**config.mk**
```make
export PLATFORM = sky130hd
export DESIGN_NAME = uart_tx_fifo_rd_flat
export DESIGN_NICKNAME = d
export VERILOG_FILES = /design/src/rtl/uart_tx_fifo_rd_if.sv /design/src/rtl/uart_tx_fifo_rd.sv /design/src/flat_wrapper.sv
export SDC_FILE = /design/constraint.sdc
export NUM_CORES = 1
export LEC_CHECK = 0
export CELL_PAD_IN_SITES_DETAIL_PLACEMENT = 1
export CELL_PAD_IN_SITES_GLOBAL_PLACEMENT = 1
export CORE_ASPECT_RATIO = 0.75
export CORE_MARGIN = 2
export CORE_UTILIZATION = 38
export CTS_BUF_LIST = sky130_fd_sc_hd__clkbuf_16
export DETAILED_ROUTE_END_ITERATION = 16
export PLACE_DENSITY_LB_ADDON = 0.1
export SLEW_MARGIN = 20
export SYNTH_ARGS = -nofsm -noshare
export SYNTH_HDL_FRONTEND = slang
export SYNTH_SLANG_ARGS = --single-unit
```
**constraint.sdc**
```tcl
create_clock -name clk -period 1.65 [get_ports clk]
set_input_delay 0.2475 -clock clk [delete_from_list [all_inputs] [get_ports clk]]
set_output_delay 0.2475 -clock clk [all_outputs]
set_load 0.02 [all_outputs]
```
**src/rtl/uart_tx_fifo_rd_if.sv**
```systemverilog
// FIFO read-port handshake between a synchronous FIFO (master) and the UART transmitter (slave).
interface uart_tx_fifo_rd_if #(
    parameter int DATA_WIDTH = 8
);
    logic                  rready;
    logic [DATA_WIDTH-1:0] rdata;
    logic                  rack;

    modport master (output rready, output rdata, input rack);
    modport slave  (input rready, input rdata, output rack);
endinterface

```
**src/rtl/uart_tx_fifo_rd.sv**
```systemverilog
// Serial transmitter draining a FIFO read port: start, DATA_WIDTH bits LSB first, stop bit(s).
// Define UART_TX_PARITY_EN to insert an even-parity bit between the data and stop bits.
module uart_tx_fifo_rd #(
    parameter int DATA_WIDTH   = 8,
    parameter int CLKS_PER_BIT = 16,
    parameter int STOP_BITS    = 1
) (
    input  logic              clk,
    input  logic              rst,
    uart_tx_fifo_rd_if.slave  rd,
    output logic              tx,
    output logic              busy,
    output logic              frame_done
);
    localparam int CYC_W = (CLKS_PER_BIT > 1) ? $clog2(CLKS_PER_BIT) : 1;
    localparam int BIT_W = $clog2(DATA_WIDTH) + 1;
    localparam logic [CYC_W-1:0] CYC_LAST  = CYC_W'(CLKS_PER_BIT - 1);
    localparam logic [BIT_W-1:0] DATA_LAST = BIT_W'(DATA_WIDTH - 1);
    localparam logic [BIT_W-1:0] STOP_LAST = BIT_W'(STOP_BITS - 1);

    typedef enum logic [2:0] {
        S_IDLE,
        S_START,
        S_DATA,
`ifdef UART_TX_PARITY_EN
        S_PARITY,
`endif
        S_STOP
    } state_e;

    state_e                state_q, state_d;
    logic [CYC_W-1:0]      cyc_q, cyc_d;
    logic [BIT_W-1:0]      bit_q, bit_d;
    logic [DATA_WIDTH-1:0] shift_q, shift_d;
    logic                  tx_q, tx_d;
    logic                  busy_q, busy_d;
    logic                  cyc_last;
    logic                  take;
    logic                  done;
`ifdef UART_TX_PARITY_EN
    logic                  par_q, par_d;
`endif

    assign cyc_last = (cyc_q == CYC_LAST);

    // NOTE: every signal driven here gets a default first so no path leaves it unassigned (no latch).
    always_comb begin
        state_d = state_q;
        cyc_d   = cyc_q;
        bit_d   = bit_q;
        shift_d = shift_q;
        take    = 1'b0;
        done    = 1'b0;
`ifdef UART_TX_PARITY_EN
        par_d   = par_q;
`endif
        if (state_q != S_IDLE) begin
            cyc_d = cyc_last ? '0 : cyc_q + CYC_W'(1);
        end

        case (state_q)
            S_IDLE: take = rd.rready;
            S_START: begin
                if (cyc_last) begin
                    state_d = S_DATA;
                    bit_d   = '0;
                end
            end
            S_DATA: begin
                if (cyc_last) begin
                    if (bit_q == DATA_LAST) begin
                        bit_d = '0;
`ifdef UART_TX_PARITY_EN
                        state_d = S_PARITY;
`else
                        state_d = S_STOP;
`endif
                    end else begin
                        bit_d   = bit_q + BIT_W'(1);
                        shift_d = shift_q >> 1;
                    end
                end
            end
`ifdef UART_TX_PARITY_EN
            S_PARITY: begin
                if (cyc_last) begin
                    state_d = S_STOP;
                    bit_d   = '0;
                end
            end
`endif
            S_STOP: begin
                if (cyc_last) begin
                    if (bit_q == STOP_LAST) begin
                        done    = 1'b1;
                        take    = rd.rready;
                        state_d = S_IDLE;
                        bit_d   = '0;
                    end else begin
                        bit_d = bit_q + BIT_W'(1);
                    end
                end
            end
            default: state_d = S_IDLE;
        endcase

        // Accepting a word restarts the frame regardless of where we came from.
        if (take) begin
            state_d = S_START;
            shift_d = rd.rdata;
            cyc_d   = '0;
            bit_d   = '0;
`ifdef UART_TX_PARITY_EN
            par_d   = ^rd.rdata;
`endif
        end

        // tx and busy are registered from the next state so the line changes one edge after rack.
        case (state_d)
            S_START:  tx_d = 1'b0;
            S_DATA:   tx_d = shift_d[0];
`ifdef UART_TX_PARITY_EN
            S_PARITY: tx_d = par_d;
`endif
            default:  tx_d = 1'b1;
        endcase
        busy_d = (state_d != S_IDLE);
    end

    // NOTE: sequential state uses non-blocking assignments so every flop samples pre-edge values.
    always_ff @(posedge clk or negedge rst) begin
        if (!rst) begin
            state_q <= S_IDLE;
            cyc_q   <= '0;
            bit_q   <= '0;
            shift_q <= '0;
            tx_q    <= 1'b1;
            busy_q  <= 1'b0;
`ifdef UART_TX_PARITY_EN
            par_q   <= 1'b0;
`endif
        end else begin
            state_q <= state_d;
            cyc_q   <= cyc_d;
            bit_q   <= bit_d;
            shift_q <= shift_d;
            tx_q    <= tx_d;
            busy_q  <= busy_d;
`ifdef UART_TX_PARITY_EN
            par_q   <= par_d;
`endif
        end
    end

    assign rd.rack    = rst & take;
    assign tx         = tx_q;
    assign busy       = busy_q;
    assign frame_done = done;
endmodule

```
**src/flat_wrapper.sv**
```systemverilog
// flat-port wrapper written by rule: the top's interface ports become plain ports
module uart_tx_fifo_rd_flat 
#(
    parameter int DATA_WIDTH   = 8,
    parameter int CLKS_PER_BIT = 16,
    parameter int STOP_BITS    = 1
)
  (clk, rst, tx, busy, frame_done, rd_rready, rd_rdata, rd_rack);
  uart_tx_fifo_rd_if #(.DATA_WIDTH(DATA_WIDTH)) rd_i ();
  input  logic clk;
  input  logic rst;
  output logic tx;
  output logic busy;
  output logic frame_done;
  input wire logic [$bits(rd_i.rready)-1:0] rd_rready;
  input wire logic [$bits(rd_i.rdata)-1:0] rd_rdata;
  output wire logic [$bits(rd_i.rack)-1:0] rd_rack;
  assign rd_i.rready = rd_rready;
  assign rd_i.rdata = rd_rdata;
  assign rd_rack = rd_i.rack;
  uart_tx_fifo_rd #(.DATA_WIDTH(DATA_WIDTH), .CLKS_PER_BIT(CLKS_PER_BIT), .STOP_BITS(STOP_BITS)) u_core (.clk(clk), .rst(rst), .rd(rd_i), .tx(tx), .busy(busy), .frame_done(frame_done));
endmodule
```
# == Word-level counts from Yosys, hierarchy flattened ==
# Cells that the tools add are included.
# word_totals
romBits,0
latchBits,0
regBits,21
ramBits,0
wordCells,59
memories,0
# op_classes
n_reduce_logical,10
eq_ne,11
shift,0
mul,0
addsub,2
div_mod_pow,0
n_mux,28
n_bitwise,1
n_lt_le_gt_ge,0
# op_table
cell,count
4-bit 2-to-1 mux,9
8-bit 2-to-1 mux,4
3-bit 2-to-1 mux,6
3-bit case mux with 4 select lines,1
4-bit case mux with 3 select lines,1
"3-bit by 2-bit == test with 1-bit output, second input constant",3
"3-bit by 1-bit inequality test with 1-bit output, second input constant",3
"4-bit by 1-bit adder with 4-bit output, second input constant",2
"3-bit by 1-bit == test with 1-bit output, second input constant",2
2-bit nonzero test,3
3-bit nonzero test,2
1-bit 2-to-1 mux,5
"4-bit by 3-bit == test with 1-bit output, second input constant",1
"4-bit == test, second input constant",1
4-bit logical NOT,1
1-bit case mux with 2 select lines,2
4-bit AND reduction,1
4-bit nonzero test,1
3-bit logical NOT,1
3-bit AND reduction,1
"2-bit by 1-bit inequality test with 1-bit output, second input constant",1
1-bit AND,1

# == Logic depth before layout (Yosys ltp) ==
# Gate-level depths: netlist of run 1.
# logic_depth
word_depth,7
ltp_mapped,8
mapped_depth_nobuf,6

# == Worst setup path before layout of run 1 ==
# OpenSTA, ideal clock, no wires.
# synth_path
path_kind,register to output
from,register u_core.bit_q[0]
to,output rd_rack
stages_incl_launch_ff,7
t_required_ps,1402
n_path_buf,1
path_slack_ps,-97
arrival_ps,1499
path_cell_list,dfrtp_1 -> inv_1 -> ha_1 -> nor3b_2 -> a31o_2 -> buf_6 -> and2_1
# synth_via
elab_chain_cells,5
# synth_lines
item,line,rtl
"start, declared",uart_tx_fifo_rd.sv:33,"logic [BIT_W-1:0] bit_q, bit_d;"
"start signal, assigned",uart_tx_fifo_rd.sv:145,bit_q <= bit_d;
4-bit logical NOT,uart_tx_fifo_rd.sv:94,if (bit_q == STOP_LAST) begin
1-bit 2-to-1 mux,uart_tx_fifo_rd.sv:94,
1-bit 2-to-1 mux,uart_tx_fifo_rd.sv:93,if (cyc_last) begin
1-bit case mux with 2 select lines,uart_tx_fifo_rd.sv:61,case (state_q)
1-bit AND,uart_tx_fifo_rd.sv:155,assign rd.rack = rst & take;
"end, declared",flat_wrapper.sv:17,output wire logic [$bits(rd_i.rack)-1:0] rd_rack;
# No other way between the ends.

# == Worst setup path after layout of run 1 ==
# Ends and elaborated chain as after synthesis.

==> flow_summary.yaml, run 1 <==
pwr:
  ir_worst_vdd_mv: 0.6976
  powerDensity_mw_per_mm2: 899.0
  power.total_uw: 1670
  leakage_uw: 0.0008254
critical_path:
  end_kind: "output pin"
  crit_chain: "inv_2 -> ha_4 -> nor3b_4 -> a31o_4 -> and2_4 -> buf_6"
  critPathMaxStageDelay_ns: 0.39
  crit_required_ns: 1.40
  rrSetupSlack_ns: -0.10
  rr_worst_depth: 7
  crit_arrival_ns: 1.54
  reg2reg_to: "u_core.shift_q[2]"
  start_kind: "flip-flop"
  slowest_stage: "dfrtp_1"
  crit_family: "flip-flops"
  crit_type: "reg2out"
  path_max_fanout: 3
  rr_startpoint: "u_core.cyc_q[1]"
  path_buf_inv: 2
final_layout:
  nNetsFinal: 172
  postLayoutCellArea_sq_mm: 0.001858
  syn2layout_area_growth_pct: 61.59
  drive_gt1_frac: 0.4395
  fin_cells: 195
  antennaDiodeCount: 0
placed_design:
  io_buffers: 14
  dp_hpwl_mm: 2.289
  dp_cells: 184
  dp_slack_ns: -0.4509
  gp_routability_congestion: 0.7514
  placed_cell_area_sq_mm: 0.001513
detailed_routing:
  routed_wl_mm: 3.925
  wl_per_cell_microns: 20.13
  drcViolationCount: 0
  via_per_inst: 5.687
  vias: 1109
  drt_pass1_iterations: 4
  postRouteAntennaNets: 0
  drt-initial-drc-count: 67
sta:
  rsz0062_at_grt: "yes"
  fin_crit_ns: 1.791
  skew_ns: 0.003018
  hold_viol_final: 0
  tns_ns: -1.113
  drv_slew: 0
  setup_slack_ns: -0.1409
  clock.fmax_ghz: 0.5584
  finalSetupViolCount: 15
  fin_crit_sh: 1.085
synthesis:
  syn_nets: 124
  synth_edf_count: 0
  yosysUniqueCellTypes: 41
  synth_seq_area_share: 0.4581
  ys_async_sr_fraction: 1.000
  synth_area_sq_mm: 0.001150
  postSynthCellCount: 110
  yosysWarnings: 0
  ys.flop_type: "dfrtp_1"
  synth.avg_cell_area_sq_um: 10.45
  synth_seq_cells: 21
clocking:
  clkTransAtPathRegs_ns: 0.06
  htree_levels: 1
  root_buffer: "clkbuf_16"
  cts.sinks: 21
  insertion_delay_ns: 0.25
  clockBufferDepth: 2
  cts_buffers: 3
  cts_tree: "done"
  hold_buffers: 0
grt:
  grt_pass1_vias: 1132
  overflow: 0
  grt_max_degree: 22
  antenna_found_initial: 0
  track_usage: 0.2280
  grt_pass1_wl_mm: 5.802
die:
  dieArea_sq_mm: 0.003487
  ioPinCount: 15
  die_w_microns: 67.52
  die_y_microns: 51.64
  core.rowCount: 17
  initial_utilization: 0.3946
  core-area_sq_mm: 0.002914
flow_run:
  drv_cap: 0
worst_hold_path:
  hold_class: "in2async"
run_status:
  violations: "negative setup slack"
  outcome: "complete, but fails checks"
[cells by family (layout without fill, tap and decap cells)]
kind of cell | count (synthesis) | count (layout) | share of synthesized area
xor+xnor | 1 | 1 | 0.007618
buf+inv | 9 | 56 | 0.04352
flops | 21 | 21 | 0.4581
compound gates | 33 | 33 | 0.2176
fa+ha+maj | 3 | 3 | 0.03265
mux | 2 | 2 | 0.01741
other cells | 1 | 1 | 0.003261
simple gates | 40 | 40 | 0.2198
[layout by cell type, fill, tap and decap left out, types with 2 or more instances in the layout]
master / n
a211oi_2: 2
a21o_1: 6
a21oi_1: 6
a22o_1: 6
buf_4: 25
buf_6: 7
clkbuf_16: 3
clkdlybuf4s50_1: 12
dfrtp_1: 19
ha_2: 2
inv_1: 3
inv_2: 3
mux2i_1: 2
nand2_1: 5
nand2b_1: 4
nand3_1: 3
nor2_1: 7
o21ai_0: 2
[routing by layer]
layer	wire length, microns	vias up	global-route usage
met5	0	-	0
met4	68	0	0.04082
met3	151	6	0.03896
met2	1985	28	0.3824
met1	1719	568	0.3117
li1	-	507	-
[Yosys cell counts (2+ instances only)]
cell      count  area share
a211oi_1      4       0.026
a21o_1        6       0.039
a21oi_1       7       0.030
a22o_1        6       0.046
and3b_1       2       0.015
buf_4         2       0.013
dfrtp_1      20        0.44
ha_1          3       0.033
inv_1         5       0.016
mux2i_1       2       0.017
nand2_1       6       0.020
nand2b_1      5       0.027
nand3_1       5       0.022
nor2_1        8       0.026
o21ai_0       2      0.0087
or3_1         2       0.011
[power by group]
part	switching (uW)	internal (uW)	leakage, uW
sequential	63.6	611	0.000265
clock	182	323	0.0000423
combinational	247	244	0.000518
total	493	1180	0.000825
[stage by stage]
stage          utilization  hold slack (ns)
2_1_floorplan            -         -0.04809
3_3_place_gp        0.5191           0.4647
3_5_place_dp        0.5191           0.4706
4_1_cts             0.6011           0.4000
5_1_grt             0.6376           0.4303
6_report            0.6376           0.3874
[flip-flops by register name, summed over array words and instances, names as in the netlist]
register	flops
u_core.shift_q	8
u_core.bit_q	4
u_core.cyc_q	4
u_core.state_q	3
u_core.busy	1
u_core.tx	1
[how the worst max path moves through the flow]
stage	from	end	slack (ns)	cells after the start
after floorplan	u_core.bit_q[0]	u_core.shift_q[1]	0.005	5
after global placement	rd_rready	rd_rack	-0.45	5
after detailed placement	rd_rready	rd_rack	-0.45	5
after CTS	u_core.bit_q[0]	rd_rack	-0.17	6
after global routing	u_core.bit_q[0]	frame_done	-0.23	7
final	u_core.bit_q[0]	rd_rack	-0.14	6
[repair_timing]
action | CTS | global route
gates resized for setup | 32 | 21
pin swaps | 15 | 18
endpoints found under the setup margin | 17 | 17
setup buffers | 3 | 3
gates cloned | 2 | 0
[final cells by class]
class / instances / area (sq um)
Timing Repair Buffer: 47 / 454.2
Clock buffer: 3 / 75.07
Tap cell: 38 / 47.55
Clock inverter: 1 / 3.754
Sequential cell: 21 / 528.0
Multi-Input combinational cell: 80 / 730.7
Fill cell: 291 / 1056
Inverter: 5 / 18.77
Power figures use the tool's default switching activity.
==> inputs of run 2 (changes only) <==
SETUP_SLACK_MARGIN = 0.05   (was unset)
==> flow_summary.yaml, run 2 (synthesis results as in run 1) <==
die:
  dieArea_sq_mm: 0.003487
  core.rowCount: 17
  ioPinCount: 15
  die_y_microns: 51.64
  die_w_microns: 67.52
  core-area_sq_mm: 0.002914
  initial_utilization: 0.3946
final_layout:
  final_common_cell: "buf_4"
  drive_gt1_frac: 0.4845
  antennaDiodeCount: 0
  postLayoutCellArea_sq_mm: 0.001923
  largest_register_ffs: 8
  n_fill_cell: 300
  syn2layout_area_growth_pct: 67.25
  nNetsFinal: 176
  fin_cells: 199
  largest_registers: "u_core.shift_q x8, u_core.bit_q x4, u_core.cyc_q x4"
  final_cell_mix: "28 x buf_4, 20 x dfrtp_1, 11 x clkdlybuf4s50_1"
  top_register: "u_core.shift_q"
clocking:
  root_buffer: "clkbuf_16"
  htree_levels: 1
  cts_buffers: 3
  cts.sinks: 21
  clockBufferDepth: 2
  cts_tree: "done"
  insertion_delay_ns: 0.25
  clkTransAtPathRegs_ns: 0.06
  hold_buffers: 0
critical_path:
  crit_chain: "inv_2 -> ha_4 -> nor3b_4 -> buf_6 -> buf_6 -> buf_4 -> a211oi_4 -> nand3b_1 -> a31oi_1"
  critPathMaxStageDelay_ns: 0.38
  rr_startpoint: "u_core.bit_q[0]"
  reg2reg_to: "u_core.bit_q[3]"
  rr_worst_depth: 9
  crit_path_frequent_cell: "buf_6"
  start_kind: "flip-flop"
  path_max_fanout: 4
  end_kind: "flip-flop"
  crit_required_ns: 1.82
  rrSetupSlack_ns: -0.22
  slowest_stage: "dfrtp_1"
  crit_type: "reg2reg"
  crit_arrival_ns: 2.04
pwr:
  powerDensity_mw_per_mm2: 862.2
  power.total_uw: 1658
  leakage_uw: 0.0008387
  ir_worst_vdd_mv: 0.6452
sta:
  hold_viol_final: 0
  fin_hold_ws_ns: 0.4358
  fin_crit_ns: 1.868
  skew_ns: 0.002956
  fin_crit_sh: 1.132
  setup_slack_ns: -0.2175
  clock.fmax_ghz: 0.5355
  finalSetupViolCount: 16
  drv_slew: 0
  rsz0062_at_grt: "yes"
placed_design:
  placed_cell_area_sq_mm: 0.001528
  dp_cells: 186
  io_buffers: 14
  gp_routability_congestion: 0.7811
  dp_hpwl_mm: 2.321
  dp_slack_ns: -0.4329
worst_hold_path:
  hold_class: "in2async"
grt:
  overflow: 0
  antenna_found_initial: 0
  grt_pass1_wl_mm: 5.871
  track_usage: 0.2397
  grt_max_degree: 22
  grt_pass1_vias: 1188
detailed_routing:
  drt-initial-drc-count: 19
  postRouteAntennaNets: 0
  drcViolationCount: 0
  via_per_inst: 5.497
  wl_per_cell_microns: 20.15
  drt_pass1_iterations: 4
  vias: 1094
  routed_wl_mm: 4.009
run_status:
  violations: "negative setup slack"
  outcome: "complete, but fails checks"
flow_run:
  drv_cap: 0
[run 2: changes by cell type in the layout (fill, tap and decap cells not counted), moves of 2 or more]
cell and delta:
buf_4 +3, o21ai_0 -2, a21oi_1 -3, buf_6 +2, a21oi_2 +2
[run 2: layout make-up]
type | instances | area [sq um] | area share
clock buffer | 3 | 75.07 | 0.03904
clock inverter | 1 | 3.754 | 0.001952
inverter | 5 | 18.77 | 0.009759
multi-input combinational | 80 | 785.8 | 0.4086
sequential | 21 | 526.8 | 0.2739
tap | 38 | 47.55 | 0.02472
timing repair buffer | 51 | 465.4 | 0.2420
[run 2: metrics by stage]
step	TNS (ns)	utilization
floorplan	0	-
global placement	-2.497	0.5243
detailed placement	-3.240	0.5243
CTS	-1.522	0.6333
global route	-3.175	0.6599
finish	-1.804	0.6599
[run 2: how the worst max path moves through the flow]
stage	start	endpoint	slack (ns)	depth (start not counted)
after floorplan	u_core.bit_q[0]	u_core.shift_q[1]	0.01	7
after global placement	rd_rready	rd_rack	-0.44	5
after detailed placement	rd_rready	rd_rack	-0.43	5
after CTS	u_core.cyc_q[1]	u_core.tx	-0.17	6
after global routing	u_core.bit_q[0]	u_core.bit_q[3]	-0.31	9
final	u_core.bit_q[0]	u_core.bit_q[3]	-0.22	9
[run 2: what timing repair did]
item | 4_1_cts | 5_1_grt
pin swaps | 19 | 15
hold endpoints to repair | 0 | 0
gates resized for setup | 45 | 20
setup endpoints to repair | 19 | 22
setup buffers | 8 | 2
cloned | 1 | 0
[run 2: power breakdown]
group / switching (uW) / internal, uW / total (uW)
combinational: 244 / 236 / 479
sequential: 63.1 / 610 / 673
clock: 183 / 323 / 505
total: 489 / 1170 / 1660
[run 2: routing by layer]
layer | share of wire | track usage | vias to the layer above | wire length [microns]
li1 | - | - | 508 | -
met1 | 0.44 | 0.2936 | 558 | 1759
met2 | 0.51 | 0.4085 | 18 | 2042
met3 | 0.026 | 0.06061 | 10 | 105
met4 | 0.025 | 0.08163 | 0 | 102
met5 | 0 | 0 | - | 0
[run 2: critical path, delay by kind of cell, from the launching register on]
family | cells | cell delay, ns
buffers and inverters | 4 | 0.45
AO/OA/AOI/OAI | 2 | 0.53
flip-flops | 1 | 0.38
adder cells (fa/ha/maj) | 1 | 0.15
AND/OR/NAND/NOR | 2 | 0.27
